File: src/rtl/uart_boot_loader_pkg.sv
// Shared types and constants for the UART boot loader: loader states, ACK byte,
// and a helper that tells whether a state accepts host bytes.
package loader_pkg;

    localparam logic [7:0] ACK_BYTE = 8'hAA;

    typedef enum logic [2:0] {
        P_HDR    = 3'd0,
        P_BODY   = 3'd1,
        ACK_SEND = 3'd2,
        ACK_WAIT = 3'd3,
        D_HDR    = 3'd4,
        D_BODY   = 3'd5,
        DONE     = 3'd6,
        ERR      = 3'd7
    } loader_state_t;

    // The host may only stream bytes while a header or body word is expected.
    function automatic logic accepts_bytes(input loader_state_t s);
        logic ok;
        case (s)
            P_HDR, P_BODY, D_HDR, D_BODY: ok = 1'b1;
            default:                      ok = 1'b0;
        endcase
        return ok;
    endfunction

endpackage

File: src/rtl/uart_boot_loader_packer.sv
// Packs received bytes MSB first into 32-bit words; the completed word is presented
// combinationally alongside the 4th byte so the loader can register the write.
module byte_word_packer
    import loader_pkg::*;
(
    input  logic        clk,
    input  logic        reset,
    input  logic        clear,
    input  logic        rx_valid,
    input  logic [7:0]  rx_data,
    output logic [31:0] word,
    output logic        word_valid
);

    logic [31:0] acc_q;
    logic [31:0] acc_d;
    logic [1:0]  phase_q;
    logic [1:0]  phase_d;

    assign word       = {acc_q[23:0], rx_data};
    assign word_valid = rx_valid & ~clear & (phase_q == 2'd3);

    // Shift in accepted bytes; a clear drops any partial word.
    always_comb begin
        acc_d   = acc_q;
        phase_d = phase_q;
        if (clear) begin
            phase_d = 2'd0;
        end else if (rx_valid) begin
            acc_d   = word;
            phase_d = phase_q + 2'd1;
        end else begin
            phase_d = phase_q;
        end
    end

    // Accumulator and byte-phase registers.
    always_ff @(posedge clk or negedge reset) begin
        if (!reset) begin
            acc_q   <= 32'd0;
            phase_q <= 2'd0;
        end else begin
            acc_q   <= acc_d;
            phase_q <= phase_d;
        end
    end

endmodule

File: src/rtl/uart_boot_loader.sv
// Boot loader: receives a length-prefixed program image into imem, ACKs the host,
// then a length-prefixed data image into dmem, and finally raises load_done.
module uart_boot_loader #(
    parameter int         IMEM_AW  = 14,
    parameter int         DMEM_AW  = 11,
    parameter logic [7:0] ACK_BYTE = 8'hAA
) (
    input  logic               clk,
    input  logic               reset,
    input  logic [7:0]         rx_data,
    input  logic               rx_valid,
    input  logic               rx_ferr,
    output logic [7:0]         tx_data,
    output logic               tx_start,
    input  logic               tx_busy,
    output logic               rts,
    output logic               imem_we,
    output logic [IMEM_AW-1:0] imem_addr,
    output logic [31:0]        imem_wdata,
    output logic               dmem_we,
    output logic [DMEM_AW-1:0] dmem_addr,
    output logic [31:0]        dmem_wdata,
    output logic               load_done,
    output logic               load_err
);
    import loader_pkg::*;

    // One counter serves both phases, one bit wider than the larger address so a
    // full-size image length never wraps.
    localparam int          CW         = ((IMEM_AW > DMEM_AW) ? IMEM_AW : DMEM_AW) + 1;
    localparam logic [31:0] IMEM_LIMIT = 32'd1 << IMEM_AW;
    localparam logic [31:0] DMEM_LIMIT = 32'd1 << DMEM_AW;

    loader_state_t      state_q, state_d;
    logic [CW-1:0]      cnt_q, cnt_d;
    logic [CW-1:0]      len_q, len_d;
    logic               seen_busy_q, seen_busy_d;
    logic               imem_we_q, imem_we_d;
    logic [IMEM_AW-1:0] imem_addr_q, imem_addr_d;
    logic [31:0]        imem_wdata_q, imem_wdata_d;
    logic               dmem_we_q, dmem_we_d;
    logic [DMEM_AW-1:0] dmem_addr_q, dmem_addr_d;
    logic [31:0]        dmem_wdata_q, dmem_wdata_d;
    logic               tx_start_q, tx_start_d;
    logic [7:0]         tx_data_q, tx_data_d;
    logic               rts_q, rts_d;
    logic               load_done_q, load_done_d;
    logic               load_err_q, load_err_d;

    logic               accepting_s;
    logic               byte_err_s;
    logic               pk_clear_s;
    logic               pk_valid_s;
    logic [31:0]        word_s;
    logic               word_valid_s;

    assign accepting_s = accepts_bytes(state_q);
    assign byte_err_s  = rx_valid & rx_ferr;
    assign pk_clear_s  = ~accepting_s;
    assign pk_valid_s  = rx_valid & ~rx_ferr & accepting_s;

    byte_word_packer u_packer (
        .clk        (clk),
        .reset      (reset),
        .clear      (pk_clear_s),
        .rx_valid   (pk_valid_s),
        .rx_data    (rx_data),
        .word       (word_s),
        .word_valid (word_valid_s)
    );

    // Loader FSM: next state, counters and the registered memory/UART outputs.
    always_comb begin
        state_d      = state_q;
        cnt_d        = cnt_q;
        len_d        = len_q;
        seen_busy_d  = seen_busy_q;
        imem_we_d    = 1'b0;
        imem_addr_d  = imem_addr_q;
        imem_wdata_d = imem_wdata_q;
        dmem_we_d    = 1'b0;
        dmem_addr_d  = dmem_addr_q;
        dmem_wdata_d = dmem_wdata_q;
        tx_start_d   = 1'b0;
        tx_data_d    = tx_data_q;

        case (state_q)
            P_HDR: begin
                if (byte_err_s) begin
                    state_d = ERR;
                end else if (word_valid_s) begin
                    if (word_s == 32'd0) begin
                        state_d = ACK_SEND;
                    end else if (word_s > IMEM_LIMIT) begin
                        state_d = ERR;
                    end else begin
                        len_d   = word_s[CW-1:0];
                        cnt_d   = {CW{1'b0}};
                        state_d = P_BODY;
                    end
                end else begin
                    state_d = P_HDR;
                end
            end
            P_BODY: begin
                if (byte_err_s) begin
                    state_d = ERR;
                end else if (word_valid_s) begin
                    imem_we_d    = 1'b1;
                    imem_addr_d  = cnt_q[IMEM_AW-1:0];
                    imem_wdata_d = word_s;
                    if (cnt_q == len_q - CW'(1)) begin
                        state_d = ACK_SEND;
                    end else begin
                        cnt_d = cnt_q + CW'(1);
                    end
                end else begin
                    state_d = P_BODY;
                end
            end
            ACK_SEND: begin
                if (rx_valid) begin
                    state_d = ERR;
                end else if (!tx_busy) begin
                    tx_start_d  = 1'b1;
                    tx_data_d   = ACK_BYTE;
                    seen_busy_d = 1'b0;
                    state_d     = ACK_WAIT;
                end else begin
                    state_d = ACK_SEND;
                end
            end
            ACK_WAIT: begin
                // The transmitter must be seen busy before its idle counts as done.
                if (rx_valid) begin
                    state_d = ERR;
                end else if (tx_busy) begin
                    seen_busy_d = 1'b1;
                end else if (seen_busy_q) begin
                    state_d = D_HDR;
                end else begin
                    state_d = ACK_WAIT;
                end
            end
            D_HDR: begin
                if (byte_err_s) begin
                    state_d = ERR;
                end else if (word_valid_s) begin
                    if (word_s == 32'd0) begin
                        state_d = DONE;
                    end else if (word_s > DMEM_LIMIT) begin
                        state_d = ERR;
                    end else begin
                        len_d   = word_s[CW-1:0];
                        cnt_d   = {CW{1'b0}};
                        state_d = D_BODY;
                    end
                end else begin
                    state_d = D_HDR;
                end
            end
            D_BODY: begin
                if (byte_err_s) begin
                    state_d = ERR;
                end else if (word_valid_s) begin
                    dmem_we_d    = 1'b1;
                    dmem_addr_d  = cnt_q[DMEM_AW-1:0];
                    dmem_wdata_d = word_s;
                    if (cnt_q == len_q - CW'(1)) begin
                        state_d = DONE;
                    end else begin
                        cnt_d = cnt_q + CW'(1);
                    end
                end else begin
                    state_d = D_BODY;
                end
            end
            DONE:    state_d = DONE;
            ERR:     state_d = ERR;
            default: state_d = ERR;
        endcase

        rts_d       = accepts_bytes(state_d);
        load_done_d = (state_d == DONE);
        load_err_d  = (state_d == ERR);
    end

    // State and output registers; reset drops any in-flight strobe at once.
    always_ff @(posedge clk or negedge reset) begin
        if (!reset) begin
            state_q      <= P_HDR;
            cnt_q        <= {CW{1'b0}};
            len_q        <= {CW{1'b0}};
            seen_busy_q  <= 1'b0;
            imem_we_q    <= 1'b0;
            imem_addr_q  <= {IMEM_AW{1'b0}};
            imem_wdata_q <= 32'd0;
            dmem_we_q    <= 1'b0;
            dmem_addr_q  <= {DMEM_AW{1'b0}};
            dmem_wdata_q <= 32'd0;
            tx_start_q   <= 1'b0;
            tx_data_q    <= 8'd0;
            rts_q        <= 1'b0;
            load_done_q  <= 1'b0;
            load_err_q   <= 1'b0;
        end else begin
            state_q      <= state_d;
            cnt_q        <= cnt_d;
            len_q        <= len_d;
            seen_busy_q  <= seen_busy_d;
            imem_we_q    <= imem_we_d;
            imem_addr_q  <= imem_addr_d;
            imem_wdata_q <= imem_wdata_d;
            dmem_we_q    <= dmem_we_d;
            dmem_addr_q  <= dmem_addr_d;
            dmem_wdata_q <= dmem_wdata_d;
            tx_start_q   <= tx_start_d;
            tx_data_q    <= tx_data_d;
            rts_q        <= rts_d;
            load_done_q  <= load_done_d;
            load_err_q   <= load_err_d;
        end
    end

    assign tx_data    = tx_data_q;
    assign tx_start   = tx_start_q;
    assign rts        = rts_q;
    assign imem_we    = imem_we_q;
    assign imem_addr  = imem_addr_q;
    assign imem_wdata = imem_wdata_q;
    assign dmem_we    = dmem_we_q;
    assign dmem_addr  = dmem_addr_q;
    assign dmem_wdata = dmem_wdata_q;
    assign load_done  = load_done_q;
    assign load_err   = load_err_q;

endmodule
File: config.mk
export PLATFORM = sky130hd
export DESIGN_NAME = uart_boot_loader
export DESIGN_NICKNAME = d
export VERILOG_FILES = /design/src/rtl/uart_boot_loader_pkg.sv /design/src/rtl/uart_boot_loader_packer.sv /design/src/rtl/uart_boot_loader.sv
export SDC_FILE = /design/constraint.sdc
export NUM_CORES = 1
export LEC_CHECK = 0
export CORE_UTILIZATION = 53
export DETAILED_ROUTE_END_ITERATION = 7
export PLACE_DENSITY_LB_ADDON = 0.1
export SKIP_LAST_GASP = 1
export SLEW_MARGIN = 10
export SYNTH_ARGS = -nofsm -noshare
export SYNTH_HDL_FRONTEND = slang
export SYNTH_SLANG_ARGS = --single-unit
export TNS_END_PERCENT = 1
File: constraint.sdc
create_clock -name clk -period 3.85 [get_ports clk]
set_input_delay 0.5775 -clock clk [delete_from_list [all_inputs] [get_ports clk]]
set_output_delay 0.5775 -clock clk [all_outputs]
set_load 0.03 [all_outputs]
==> impl_metrics.csv <==
group,metric,value,unit
route,routed_wire_length_per_instance,18.5,um
grt,grt.busiest_layer,"met2",
timing,worst_slew_margin_rel,0.405,
cts,cts.sinks,156,
status,run_status,"completed",
floorplanning,coreArea,12700,um2
final_layout,layout.cells.most_common,"sky130_fd_sc_hd__dfrtp_1",
grt,groute.usage.overall,0.250,
logic_synthesis,seq_area_frac_synth,0.562,
power_and_ir_drop,fin_total_pwr,3.39,mW
grt,grt_first_pass_wirelength,25.2,mm
placement,preCtsSetupSlack,0.385,ns
cts,cts-root-buf,"sky130_fd_sc_hd__clkbuf_16",
logic_synthesis,per_instance_average_area_after_synthesis,12.4,um2
route,drt_first_iter_violations,258,
logic_synthesis,synth_ff_type,"sky130_fd_sc_hd__dfrtp_1",
placement,io_buffer_count,111,
grt,grt_overflow,0,
logic_synthesis,synth_enable_flop_cells,0,
worst_setup_path,critical_path_required,4.16,ns
power_and_ir_drop,seq_power_share,0.489,
floorplanning,core.rowCount,41,
floorplanning,floorplan.die_area,13600,um2
cts,clock_latency_reported_for_the_late_side_of_the_worst_skew_pair,0.43,ns
cts,htreeDepth,4,
logic_synthesis,number_of_register_bits_inferred_by_synthesis,156,
timing,layout_worst_path_cycle_share,0.777,
power_and_ir_drop,leakagePower,4.11,nW
grt,global_route.usage.met2,0.417,
power_and_ir_drop,power_density,387,nW/um2
timing,unrepaired_setup_endpoints_after_global_routing,"false",
floorplanning,die_x,117,um
route,post_drt_via_cell_ratio,5.71,
logic_synthesis,synth_cell_type_count,57,
logic_synthesis,post_synth_instance_area,6950,um2
power_and_ir_drop,power_frac_clock,0.484,
placement,dp.final_hpwl,10.8,mm
power_and_ir_drop,switchingPower,715,uW
final_layout,share_of_layout_cells_above_drive_strength_1,0.267,
timing,tightest_slew,0.888,ns
route,remaining_drc_errors,0,
grt,gr-usage-met1,0.305,
cts,postCtsSetupRepairBufs,0,
timing,hold_slack,0.229,ns
worst_setup_path,cp_max_fanout,12,
final_layout,finish.net_count,677,
worst_setup_path,crit_path_start_kind,"input pin",
final_layout,finalNonFillerCells,846,
final_layout,num-fill-cells,981,
worst_setup_path,critPathKind,"input pin to flop",
placement,routability_driven_placement_congestion_ratio,0.897,
cts,post_cts_resize_count,0,
placement,postPlaceCellArea,8190,um2
cts,cts_hold_buffers_added,0,
job,drv.max_cap_violation_count,0,
power_and_ir_drop,worst_ir_drop_vdd,0.290,mV
power_and_ir_drop,p_sw_frac,0.211,
placement,dp.cells,814,
power_and_ir_drop,int_pwr,2.68,mW
cts,cts_tree,"built",
grt,grt_pass1_vias,4837,
route,first_pass_iters,5,
final_layout,antenna-diode-count,0,
timing,timing.final.crit_period,2.99,ns
timing,achievable-frequency,334,MHz
floorplanning,floorplan.die.height,117,um
worst_setup_path,capturing_element_type_of_the_critical_path,"flop",
floorplanning,initial_utilization,0.546,
route,via_count,4833,
route,antenna_violating_nets_post_route,0,
logic_synthesis,ys_warn_count,0,
grt,grt.met3_usage,0.0721,
final_layout,area_added_between_synthesis_and_finish,26.3,%
worst_setup_path,worst-endpoint-arrival,3.30,ns
route,postRouteWirelength,15.7,mm
power_and_ir_drop,comb_power_share,0.027,
grt,antenna_found_initial,0,
cts,ctsLongestPathBuffers,2,
timing,timing.setup.tns,0,ns
final_layout,layout.core_utilization,0.690,
grt,grt_max_degree,96,
worst_setup_path,regToRegStartpoint,"len_q[3]",
logic_synthesis,synth_cells,559,
timing,timing.final.hold_violations,0,
timing,setup_slack,0.858,ns
final_layout,final_cell_area,8770,um2
final_layout,most-common-layout-cells,"sky130_fd_sc_hd__dfrtp_1 (156), sky130_fd_sc_hd__mux2_2 (122), sky130_fd_sc_hd__clkdlybuf4s50_1 (110)",
floorplanning,num_io_pins,116,
logic_synthesis,asyncSetResetFlopFracSynth,1.00,
timing,final_max_slew_viol_count,0,
cts,clock_pin_slew_worst_setup_and_hold_paths,0.06,ns
timing,final-setup-viol-count,0,
timing,final.setup_skew,0.00823,ns
worst_setup_path,crit_start,"rx_data[0]",
cts,tritoncts.num_buffers,17,
hold_path,hold_path.class,"input pin to async pin",
-- metal layers --
layer | routed length (um) | part of all wire | up-vias
met3 | 862 | 0.055 | 25
li1 | - | - | 2215
met2 | 8000 | 0.51 | 127
met4 | 308 | 0.020 | 0
met1 | 6490 | 0.41 | 2466
met5 | 0 | 0 | -
-- cells in the mapped netlist, drive strengths merged, types with 2 or more instances --
library cell  count  share of area
or2               5         0.0045
buf              18          0.017
and3              4         0.0036
nor4b             2         0.0025
a31oi             6         0.0054
o41ai             4         0.0050
nand4             9         0.0081
nand2            29          0.016
a21boi            3         0.0032
clkbuf           20          0.011
mux2            122           0.20
dfrtp           156           0.56
xnor2             7         0.0088
xor2              8          0.010
o211a             2         0.0029
or3               2         0.0018
and2              4         0.0040
nor3             11         0.0079
nor2             27          0.015
nand3            10         0.0072
o21a              3         0.0032
nand3b            3         0.0032
a21oi            14          0.010
nor4             11          0.011
inv              13         0.0070
ha                3         0.0054
a211oi            3         0.0032
mux2i             3         0.0043
o21ai            16          0.012
or4               7         0.0086
nor2b             5         0.0045
nand2b            4         0.0036
a31o              4         0.0050
nand4b            2         0.0025
o211ai            5         0.0054
o31ai             2         0.0022
-- power groups by stage --
stage	Sequential, mW	Clock (mW)	Combinational, mW
finish	1.66	1.64	0.0930
global route	1.66	1.73	0.105
CTS	1.66	1.67	0.0961
detailed placement	1.69	0	0.0959
global placement	1.69	0	0.0939
floorplan	1.69	0	0.0300
-- logic make-up after synthesis --
group / Yosys count / synth area share
simple gates: 137 / 0.106
flops: 156 / 0.562
xor+xnor: 15 / 0.0189
compound gates: 71 / 0.0706
buf+inv: 51 / 0.0347
mux: 125 / 0.202
other cells: 1 / 0.000540
fa+ha+maj: 3 / 0.00540
-- worst max-delay path: stages --
cell and delay, ns:
sky130_fd_sc_hd__clkdlybuf4s50_1 0.47, sky130_fd_sc_hd__nor4_1 0.48, sky130_fd_sc_hd__nand4_1 0.29, sky130_fd_sc_hd__or2_2 0.38, sky130_fd_sc_hd__o211ai_1 0.40, sky130_fd_sc_hd__buf_4 0.34
sky130_fd_sc_hd__mux2_2 0.35
-- path summary, 6_finish.rpt --
path                                  end  slack [ns]  cells past startpoint
hold / removal               dmem_addr[8]        0.23                      1
setup / recovery                len_q[13]        0.86                      7
setup reg to reg                 cnt_q[5]        0.93                      8
min in group clk             dmem_addr[6]        0.48                      2
max in group asynchronous  imem_wdata[21]        2.82                      2
hold reg to reg              dmem_addr[6]        0.48                      2
-- area by class of cell --
class | count | area [um2] | share of cell area
Sequential cell | 156 | 3900 | 0.445
Clock buffer | 21 | 470 | 0.0536
Tap cell | 172 | 215 | 0.0245
Clock inverter | 11 | 118 | 0.0134
Timing Repair Buffer | 118 | 1190 | 0.136
Multi-Input combinational cell | 355 | 2830 | 0.322
Inverter | 13 | 48.8 | 0.00556
-- flip-flops by register name (all words and copies together) (netlist names) --
register,cells
dmem_wdata,32
imem_wdata,32
u_packer.acc_q,24
cnt_q,15
len_q,15
imem_addr,14
dmem_addr,11
state_q,3
u_packer.phase_q,2
dmem_we,1
imem_we,1
load_done,1
load_err,1
rts,1
seen_busy_q,1
tx_data,1
tx_start,1
Power figures use the tool's default switching activity.
